<file path="config.mk">
export PLATFORM = sky130hd
export DESIGN_NAME = wb_port_arbiter
export DESIGN_NICKNAME = d
export VERILOG_FILES = /design/src/rtl/wb_port_arbiter.sv
export SDC_FILE = /design/constraint.sdc
export NUM_CORES = 1
export LEC_CHECK = 0
export CAP_MARGIN = 40
export CORE_MARGIN = 2
export CORE_UTILIZATION = 30
export CTS_BUF_LIST = sky130_fd_sc_hd__clkbuf_4 sky130_fd_sc_hd__clkbuf_8
export DETAILED_ROUTE_END_ITERATION = 10
export RECOVER_POWER = 25
export SETUP_SLACK_MARGIN = 0.4
export SYNTH_ARGS = -nofsm -noshare
export SYNTH_HDL_FRONTEND = slang
export SYNTH_SLANG_ARGS = --single-unit
</file>
<file path="constraint.sdc">
create_clock -name clk -period 2.82 [get_ports clk]
set_input_delay 0.423 -clock clk [delete_from_list [all_inputs] [get_ports clk]]
set_output_delay 0.423 -clock clk [all_outputs]
set_load 0.05 [all_outputs]
</file>
<file path="src/rtl/wb_port_arbiter.sv">
// Shares the register-file write port between the in-order writeback stage, which always wins,
// and a long-latency unit whose results wait in a small FIFO with WAW squash and starvation stall.
module wb_port_arbiter #(
  parameter int DATA_W       = 16,
  parameter int ADDR_W       = 5,
  parameter int DEPTH        = 2,
  parameter int STARVE_LIMIT = 4
) (
  input  logic              clk,
  input  logic              rst,
  input  logic              RegWriteW,
  input  logic [ADDR_W-1:0] RdW,
  input  logic [DATA_W-1:0] ResultW,
  input  logic              ll_valid,
  input  logic [ADDR_W-1:0] ll_rd,
  input  logic [DATA_W-1:0] ll_data,
  output logic              ll_ready,
  output logic              rf_we,
  output logic [ADDR_W-1:0] rf_rd,
  output logic [DATA_W-1:0] rf_wd,
  output logic              stall_req,
  output logic              ll_pending
);

  localparam int PTR_W = (DEPTH > 1) ? $clog2(DEPTH) : 1;
  localparam int CNT_W = PTR_W + 1;

  logic [ADDR_W-1:0] rd_q   [DEPTH];
  logic [DATA_W-1:0] data_q [DEPTH];
  logic [DEPTH-1:0]  valid_q, live_q;
  logic [PTR_W-1:0]  head_q, tail_q;
  logic [CNT_W-1:0]  count_q, count_d;
  logic [3:0]        wait_q, wait_d;
  logic              stall_q, stall_d;

  logic pipe_wr, head_valid, head_live, grant_ll, pop, push, head_squash;

  assign pipe_wr     = RegWriteW && (RdW != '0);
  assign head_valid  = valid_q[head_q];
  assign head_live   = head_valid && live_q[head_q];
  assign grant_ll    = !pipe_wr && head_live;
  // A dead head leaves the buffer even while the pipeline owns the port.
  assign pop         = head_valid && (grant_ll || !live_q[head_q]);
  assign ll_ready    = (count_q < CNT_W'(DEPTH));
  assign push        = ll_valid && ll_ready && (ll_rd != '0);
  assign head_squash = pipe_wr && head_live && (rd_q[head_q] == RdW);

  assign ll_pending  = |(valid_q & live_q);
  assign stall_req   = stall_q;

  always_comb begin
    // NOTE: every output gets a default first so no path through this block can infer a latch.
    rf_we   = 1'b0;
    rf_rd   = '0;
    rf_wd   = '0;
    wait_d  = '0;
    count_d = count_q + CNT_W'(push) - CNT_W'(pop);
    if (pipe_wr) begin
      rf_we = 1'b1;
      rf_rd = RdW;
      rf_wd = ResultW;
    end else if (head_live) begin
      rf_we = 1'b1;
      rf_rd = rd_q[head_q];
      rf_wd = data_q[head_q];
    end
    if (head_live && pipe_wr && !head_squash)
      wait_d = (wait_q == 4'hF) ? wait_q : wait_q + 4'd1;
    // Saturating counter keeps stall asserted if the pipeline ignores it.
    stall_d = (wait_d >= 4'(STARVE_LIMIT));
  end

  always_ff @(posedge clk) begin
    // NOTE: sequential state uses non-blocking assignments so every register samples pre-edge values.
    if (rst) begin
      valid_q <= '0;
      live_q  <= '0;
      head_q  <= '0;
      tail_q  <= '0;
      count_q <= '0;
      wait_q  <= '0;
      stall_q <= 1'b0;
    end else begin
      for (int i = 0; i < DEPTH; i++)
        if (pipe_wr && valid_q[i] && (rd_q[i] == RdW))
          live_q[i] <= 1'b0;
      if (pop) begin
        valid_q[head_q] <= 1'b0;
        live_q[head_q]  <= 1'b0;
        head_q          <= head_q + 1'b1;
      end
      // Written after the squash loop so a same-cycle enqueue stays live.
      if (push) begin
        valid_q[tail_q] <= 1'b1;
        live_q[tail_q]  <= 1'b1;
        tail_q          <= tail_q + 1'b1;
      end
      count_q <= count_d;
      wait_q  <= wait_d;
      stall_q <= stall_d;
    end
  end

  // NOTE: the payload storage is deliberately not reset; the valid bits alone define occupancy.
  always_ff @(posedge clk) begin
    if (push) begin
      rd_q[tail_q]   <= ll_rd;
      data_q[tail_q] <= ll_data;
    end
  end

endmodule

</file>
# After elaboration in Yosys (flattened, before gate mapping)
# Memories as Yosys holds them, arrays and structs flattened. A register that Yosys moved wholly into a read port is not among the register bits.
# Index checks and enable logic that the tools add are counted.
[word_totals]
regBits = 13
mem_bits_rw = 42
input_bits = 46
word_cells = 84
n_memories = 2
out_inout_bits = 25
[memory_table]
columns = ["name", "depth", "word_bits", "rd", "rd_clocked_by_memory_dff", "wr", "line_no", "text"]
rows = [
  ["data_q", 2, 16, 1, 1, 1, "29", "logic [DATA_W-1:0] data_q [DEPTH];"],
  ["rd_q", 2, 5, 3, 1, 1, "28", "logic [ADDR_W-1:0] rd_q [DEPTH];"],
]
[classes]
add_sub_neg = 5
n_bitwise = 6
reduce_logical = 22
order_cmp = 6
n_mux = 32
eq_ne = 4
[ops]
columns = ["operator", "n"]
rows = [
  ["16-bit two-way mux", 2],
  ["1-bit two-way mux", 18],
  ["5-bit equality test", 3],
  ["1-bit logical AND", 15],
  ["2-bit two-way mux", 6],
  ["5-bit two-way mux", 2],
  ["5-bit nonzero test", 2],
  ["4-bit two-way mux", 2],
  ["2-bit AND", 3],
  ["4-bit by 1-bit adder with 4-bit output, second input constant", 1],
  ["4-bit equality test, second input constant", 1],
  ["4-bit by 3-bit >= comparator with 1-bit output, second input constant", 1],
  ["1-bit by 2-bit < comparator with 1-bit output, second input constant", 2],
  ["2-bit bitwise OR", 2],
  ["1-bit logical NOT", 3],
  ["1-bit adder, second input constant", 2],
  ["2-bit by 1-bit adder with 2-bit output", 1],
  ["1-bit demux with 1-bit select", 2],
  ["1-bit >= comparator, second input constant", 2],
  ["2-bit < comparator, second input constant", 1],
  ["2-bit inverter", 1],
  ["2-bit OR reduction", 1],
  ["2-bit by 1-bit subtractor with 2-bit output", 1],
  ["1-bit logical OR", 1],
]

# Depth between registers and ports, before layout
# Gate-level depths: netlist of run 1.
[logic_depth]
depth_word = 11
depth_mapped = 10

# Least setup slack after synthesis of run 1
# OpenSTA, ideal clock, no wires.
[synth_path]
kind = "input to output"
startpoint = "input RdW[1]"
endpoint = "output rf_rd[4]"
n_path_buf = 1
path_stages = 4
arrival_time_ns = 2.537
slack_ns = -0.140
cell_sequence = "or4_4 o21a_4 buf_6 o31ai_1"
[synth_via]
elab_chain_len = 3
[synth_rtl]
columns = ["element", "line_no", "text"]
rows = [
  ["from (decl)", "12", "input logic [ADDR_W-1:0] RdW,"],
  ["5-bit nonzero test", "38", "assign pipe_wr = RegWriteW && (RdW != '0);"],
  ["1-bit logical AND", "38", ""],
  ["5-bit two-way mux", "58", "if (pipe_wr) begin"],
  ["to (decl)", "19", "output logic [ADDR_W-1:0] rf_rd,"],
]
# No other way between the ends.

# Worst setup path in the final report of run 1
[layout_path]
startpoint = "input RdW[2]"
endpoint = "output rf_rd[0]"
# Same word-level chain as after synthesis.

==> flow_summary_export.csv, run 1 <==
group,metric,value,unit
cells_and_area,stdcell_count,416,
detailed_routing,vias,2056,
timing,finalHoldViolations,0,
synth,ys_seq_area_share,58.2,%
synth,synth_cell_type_count,36,
placed_design,pre_cts_slack,-0.0267,ns
synth,synthesis.area,0.00265,sq mm
detailed_routing,detail_route.vias_per_cell,4.94,
synth,synthFlopType,"edfxtp_1",
synth,yosys_register_bits,56,
hold_path,whs_endpoint,"live_q[1]",
critical_path,startpoint_type,"input port",
global_routing,grt_pass1_wl,10.8,mm
clock_tree,h-tree-depth,2,
hold_path,min_path_type,"flip-flop to flip-flop",
cells_and_area,regArea,0.00154,sq mm
critical_path,end_kind,"primary output",
power,p_seq_share,43.6,%
placed_design,io_buffer_count,70,
critical_path,cp_max_fo,6,
critical_path,slowest_stage,"or4_4",
global_routing,grt_max_degree,25,
detailed_routing,drc,0,
placed_design,place_hpwl,4.28,mm
critical_path,r2r_slack,0.94,ns
global_routing,antenna_found_initial,0,
clock_tree,cts_buffers,5,
detailed_routing,drt-initial-drc-count,67,
critical_path,critPathKind,"input port to primary output",
power,total_power,0.00255,W
global_routing,grt_pass1_vias,2083,
hold_path,whs_path_depth,2,
synth,synth_area_leaders,"edfxtp_1 (48%), dfxtp_1 (11%), mux2i_1 (8.7%)",
synth,synth_edf_count,42,
critical_path,worstRegToRegCells,4,
cells_and_area,final_core_util,50.2,%
critical_path,cp.arrival,1.98,ns
timing,clock_skew,0.00426,ns
power,switching_share,32.7,%
floorplanning,rows,34,
power,comb_power_share,35.9,%
global_routing,overflow,0,
critical_path,max_stage_delay,0.60,ns
power,p_int,0.00172,W
timing,worst_slack,0.420,ns
clock_tree,cts_sinks,56,
timing,period_share,85.1,%
critical_path,crit_required,2.40,ns
timing,period_minus_slack,2.40,ns
cells_and_area,finalNetCount,356,
cells_and_area,final_common_cell,"edfxtp_1",
timing,setup_tns,0,ns
detailed_routing,drtPass1Iterations,4,
detailed_routing,wl_per_cell,16.2,microns
floorplanning,start_util,30.7,%
timing,max_freq,417,MHz
power,powerDensity,588,mW/mm^2
clock_tree,clock_latency,0.30,ns
cells_and_area,diodes,0,
floorplanning,pin_count,71,
synth,synthCells,214,
cells_and_area,multi_input_area,0.00143,sq mm
synth,syn_avg_cell_area,12.4,sq um
floorplanning,dieArea,0.00960,sq mm
run_status,outcome,"complete, no violations",
timing,worst_slew_pin_slew,0.547,ns
power,clkPwrFrac,20.5,%
clock_tree,path_clk_slew,0.09,ns
power,irDropWorstVdd,0.000314,V
floorplanning,die_y,98.0,microns
clock_tree,cts_tree,"done",
power,switching_power,0.000833,W
cells_and_area,fillers,774,
hold_path,hold_start,"live_q[1]",
synth,yosysWarnings,0,
synth,synthArstFlopShare,0,%
synth,synth_top_area_share,47.6,%
power,leakage,1.51,nW
clock_tree,cts_hold_buffers,0,
critical_path,worstReg2RegEnd,"wait_q[2]",
cells_and_area,area_delta_synth_final,63.6,%
synth,synth_area_leader_cell,"edfxtp_1",
placed_design,placedCellCount,396,
flow_run,cap_violations,0,
placed_design,gp_congestion,0.777,
timing,rsz0062_at_grt,"true",
synth,synthesis.nets,263,
critical_path,crit_path_cell_trace,"buf_6 > or4_4 > buf_4 > o21a_4 > o31ai_4 > buf_12",
detailed_routing,drt-total-wl,6.75,mm
cells_and_area,layout-drive-gt1-share,30.8,%
floorplanning,chipWidth,98.0,microns
timing,relSlewSlack,63.2,%
detailed_routing,postRouteAntennaNets,0,
global_routing,grt_usage,14.2,%
floorplanning,core-area,0.00864,sq mm
timing,slew_violations,0,
clock_tree,cts-root-to-sink-buffers,2,
clock_tree,cts_root_buffer,"clkbuf_8",
timing,setup_viol,0,
cells_and_area,layout_common_cells,"edfxtp_1 (42), clkdlybuf4s50_1 (27), mux2i_1 (23)",
## Yosys cell counts, drive strengths merged, types with 3 or more instances
master  count
clkbuf      5
dfxtp      14
buf         6
xnor2      15
nor2b       3
ha          3
o31ai      21
o21ai       5
edfxtp     42
xor2        4
o211ai      4
nand3       4
mux2i      23
inv         8
nor2        4
or4         3
nand2      26
a21oi       4
a311oi      3
a211oi      4
## per-layer routing
metal / part of all wire (%) / global-route usage [%] / wire length [microns]
met1: 44 / 18.2 / 2940
met2: 51 / 25.0 / 3430
met3: 4.7 / 2.29 / 320
met4: 1.0 / 3.53 / 68
met5: 0 / 0 / 0
## what timing repair did
item | in CTS | in global routing
resized for setup | 42 | 14
setup endpoints to repair | 23 | 24
setup buffers | 4 | 3
pin swaps | 20 | 11
endpoints found under the hold margin | 0 | 0
cloned | 5 | 0
## how the worst max path moves through the flow
stage                start         end  depth (start not counted)
finish              RdW[2]    rf_rd[0]                          6
global route        RdW[2]  count_q[1]                         12
detailed placement  RdW[1]    rf_wd[2]                          5
CTS                 RdW[2]   rf_wd[13]                          5
global placement    RdW[1]   rf_wd[12]                          5
floorplan           RdW[1]   rf_wd[10]                          4
## power by group through the flow
| stage | registers (W) | clock network (W) | logic [W] |
|---|---|---|---|
| after global routing | 0.00113 | 0.000569 | 0.000986 |
| after CTS | 0.00111 | 0.000542 | 0.000911 |
| after global placement | 0.00112 | 0 | 0.000811 |
| final | 0.00111 | 0.000522 | 0.000916 |
| after floorplan | 0.00111 | 0 | 0.000509 |
| after detailed placement | 0.00113 | 0 | 0.000819 |
## critical path, delay by kind of cell
kind | cells | cell delay, ns
AND/OR/NAND/NOR | 1 | 0.60
AO/OA/AOI/OAI | 2 | 0.51
buffers and inverters | 3 | 0.44
## final cells by class
cell class              instances  area share, %
well taps                     108           3.12
flip-flops and latches         56           35.6
multi-input cells             144           32.9
clock inverters                 2          0.808
clock buffers                   6           1.76
inverters                       8          0.693
repair buffers                 92           25.1
## stage by stage
stage,cell area (sq um),hold slack [ns]
floorplan,2800,0.500
global placement,3880,0.525
detailed placement,3880,0.539
CTS,4280,0.554
global route,4330,0.581
finish,4330,0.556
## flip-flops by register name, summed over array words and instances (netlist names), named ones only
name,count
count_q,2
data_q,32
head_q,1
live_q,2
rd_q,10
stall_req,1
tail_q,1
valid_q,2
wait_q,4
## kinds of logic (layout without fill, tap and decap cells)
family,count (synthesis),count (layout),synth area share [%]
xor gates and xnor gates,19,19,6.28
DFF,56,56,58.2
adders and majority gates,3,3,1.42
and+or+nand+nor,47,47,8.36
buffers and inverters,19,108,3.97
muxes,24,24,9.12
AOI/OAI and AO/OA,46,51,12.7
(Power assumes the default switching activity.)
==> run 2, diff against run 1 <==
--- a/config.mk
+++ b/config.mk
@@ -5,13 +5,14 @@
 export SDC_FILE = /design/constraint.sdc
 export NUM_CORES = 1
 export LEC_CHECK = 0
+export ABC_AREA = 0
 export CAP_MARGIN = 40
 export CORE_MARGIN = 2
 export CORE_UTILIZATION = 30
 export CTS_BUF_LIST = sky130_fd_sc_hd__clkbuf_4 sky130_fd_sc_hd__clkbuf_8
 export DETAILED_ROUTE_END_ITERATION = 10
 export RECOVER_POWER = 25
-export SETUP_SLACK_MARGIN = 0.4
+export SETUP_SLACK_MARGIN = 0.1
 export SYNTH_ARGS = -nofsm -noshare
 export SYNTH_HDL_FRONTEND = slang
 export SYNTH_SLANG_ARGS = --single-unit
==> run 2 against run 1 <==
  * Final area decreased by 2.4%
  * Global-route usage decreased by 1.0 points
  * Clock power decreased by 2%
  * Die area unchanged
  * Critical path type unchanged
  * Critical endpoint is now rf_wd[0]
  * Largest cell class unchanged
==> flow_summary_export.csv, run 2 (synthesis gave the netlist of run 1 again) <==
group,metric,value,unit
run_status,outcome,"complete, no violations",
power,total_power,0.00249,W
placed_design,placedCellCount,410,
placed_design,place_hpwl,4.31,mm
detailed_routing,drc,0,
global_routing,antenna_found_initial,2,
cells_and_area,reg_top3,"data_q (32), rd_q (10), wait_q (4)",
timing,worst_slew_pin_slew,0.749,ns
floorplanning,rows,34,
cells_and_area,stdcell_count,427,
detailed_routing,wl_per_cell,16.0,microns
clock_tree,clock_latency,0.30,ns
global_routing,grt_pass1_vias,1979,
floorplanning,pin_count,71,
timing,finalHoldViolations,0,
detailed_routing,vias,2053,
flow_run,cap_violations,0,
global_routing,grt_pass1_wl,9.96,mm
cells_and_area,regArea,0.00154,sq mm
floorplanning,start_util,30.7,%
clock_tree,h-tree-depth,2,
cells_and_area,final_core_util,49.0,%
detailed_routing,drtPass1Iterations,4,
placed_design,gp_congestion,0.783,
global_routing,overflow,0,
clock_tree,path_clk_slew,0.10,ns
power,powerDensity,587,mW/mm^2
timing,max_freq,380,MHz
power,leakage,1.52,nW
floorplanning,chipWidth,98.0,microns
critical_path,startpoint_type,"input port",
timing,period_minus_slack,2.63,ns
critical_path,end_kind,"primary output",
power,switching_share,31.9,%
power,comb_power_share,34.5,%
placed_design,io_buffer_count,70,
floorplanning,die_y,98.0,microns
critical_path,critPathKind,"input port to primary output",
cells_and_area,area_delta_synth_final,59.8,%
critical_path,cp.arrival,2.21,ns
power,p_int,0.00169,W
clock_tree,cts_buffers,5,
critical_path,cp_max_fo,8,
global_routing,grt_max_degree,25,
timing,setup_viol,0,
cells_and_area,final_common_cell,"edfxtp_1",
detailed_routing,drt-total-wl,6.84,mm
detailed_routing,postRouteAntennaNets,0,
timing,slew_violations,0,
hold_path,min_path_type,"flip-flop to flip-flop",
clock_tree,cts_tree,"done",
timing,rsz0062_at_grt,"false",
power,clkPwrFrac,20.6,%
detailed_routing,detail_route.vias_per_cell,4.81,
cells_and_area,layout-drive-gt1-share,28.4,%
critical_path,crit_required,2.40,ns
detailed_routing,drt-initial-drc-count,96,
clock_tree,cts-root-to-sink-buffers,2,
power,irDropWorstVdd,0.000288,V
power,switching_power,0.000793,W
clock_tree,cts_root_buffer,"clkbuf_8",
cells_and_area,layout_common_cells,"edfxtp_1 (42), clkdlybuf4s50_1 (30), buf_4 (29)",
timing,period_share,93.2,%
timing,clock_skew,0.00964,ns
cells_and_area,multi_input_area,0.00126,sq mm
clock_tree,cts_hold_buffers,0,
floorplanning,dieArea,0.00960,sq mm
cells_and_area,finalNetCount,365,
floorplanning,core-area,0.00864,sq mm
global_routing,grt_usage,13.2,%
clock_tree,cts_sinks,56,
cells_and_area,largest_reg_flops,32,
cells_and_area,fillers,763,
power,p_seq_share,44.8,%
timing,relSlewSlack,49.9,%
cells_and_area,regMostFlops,"data_q",
[run 2: per-layer routing]
metal | GRT usage, % | wire (microns) | up-vias
li1 | - | - | 1014
met4 | 4.81 | 113 | 0
met3 | 2.86 | 379 | 8
met1 | 16.0 | 2820 | 978
met2 | 23.0 | 3530 | 53
met5 | 0 | 0 | -
[run 2: power by group through the flow]
stage | logic [W] | registers (W) | clock network, W
2_1_floorplan | 0.000463 | 0.00111 | 0
3_3_place_gp | 0.000780 | 0.00113 | 0
3_5_place_dp | 0.000789 | 0.00113 | 0
4_1_cts | 0.000805 | 0.00111 | 0.000523
5_1_grt | 0.000915 | 0.00113 | 0.000550
6_report | 0.000859 | 0.00111 | 0.000513
[run 2: path summary, 6_finish.rpt]
path | startpoint | end | slack [ns] | cells past startpoint
setup reg to reg | flip-flop | wait_q[1] | 0.80 | 4
setup / recovery | RdW[1] | rf_wd[0] | 0.19 | 6
hold / removal | live_q[1] | live_q[1] | 0.54 | 2
hold reg to reg | live_q[1] | live_q[1] | 0.54 | 2
[run 2: repair_timing]
action                                  CTS  global route
gates cloned                              3             3
endpoints found under the setup margin   21            21
gates resized for setup                   4            33
setup buffers                             1             0
pin swaps                                 0             9
[run 2: final cells by class]
class / count / share of cell area (%)
Sequential cell: 56 / 36.4
Clock inverter: 3 / 1.01
Tap cell: 108 / 3.19
Multi-Input combinational cell: 145 / 29.8
Clock buffer: 5 / 1.63
Inverter: 8 / 0.710
Antenna cell: 2 / 0.118
Timing Repair Buffer: 100 / 27.1
[run 2: stage by stage]
stage | cell area (sq um) | setup slack [ns] | hold slack (ns) | setup TNS [ns]
CTS | 4020 | 0.0708 | 0.546 | 0
global placement | 3850 | -0.0768 | 0.514 | -0.146
global route | 4230 | 0.121 | 0.582 | 0
detailed placement | 3850 | -0.0737 | 0.533 | -0.131
finish | 4230 | 0.191 | 0.545 | 0
floorplan | 2660 | -0.140 | 0.500 | -2.65
[run 2: critical path, stage by stage]
cell             delay (ns)
clkdlybuf4s50_1        0.43
or4_4                  0.53
o21a_4                 0.30
o31ai_4                0.25
buf_4                  0.15
buf_12                 0.12
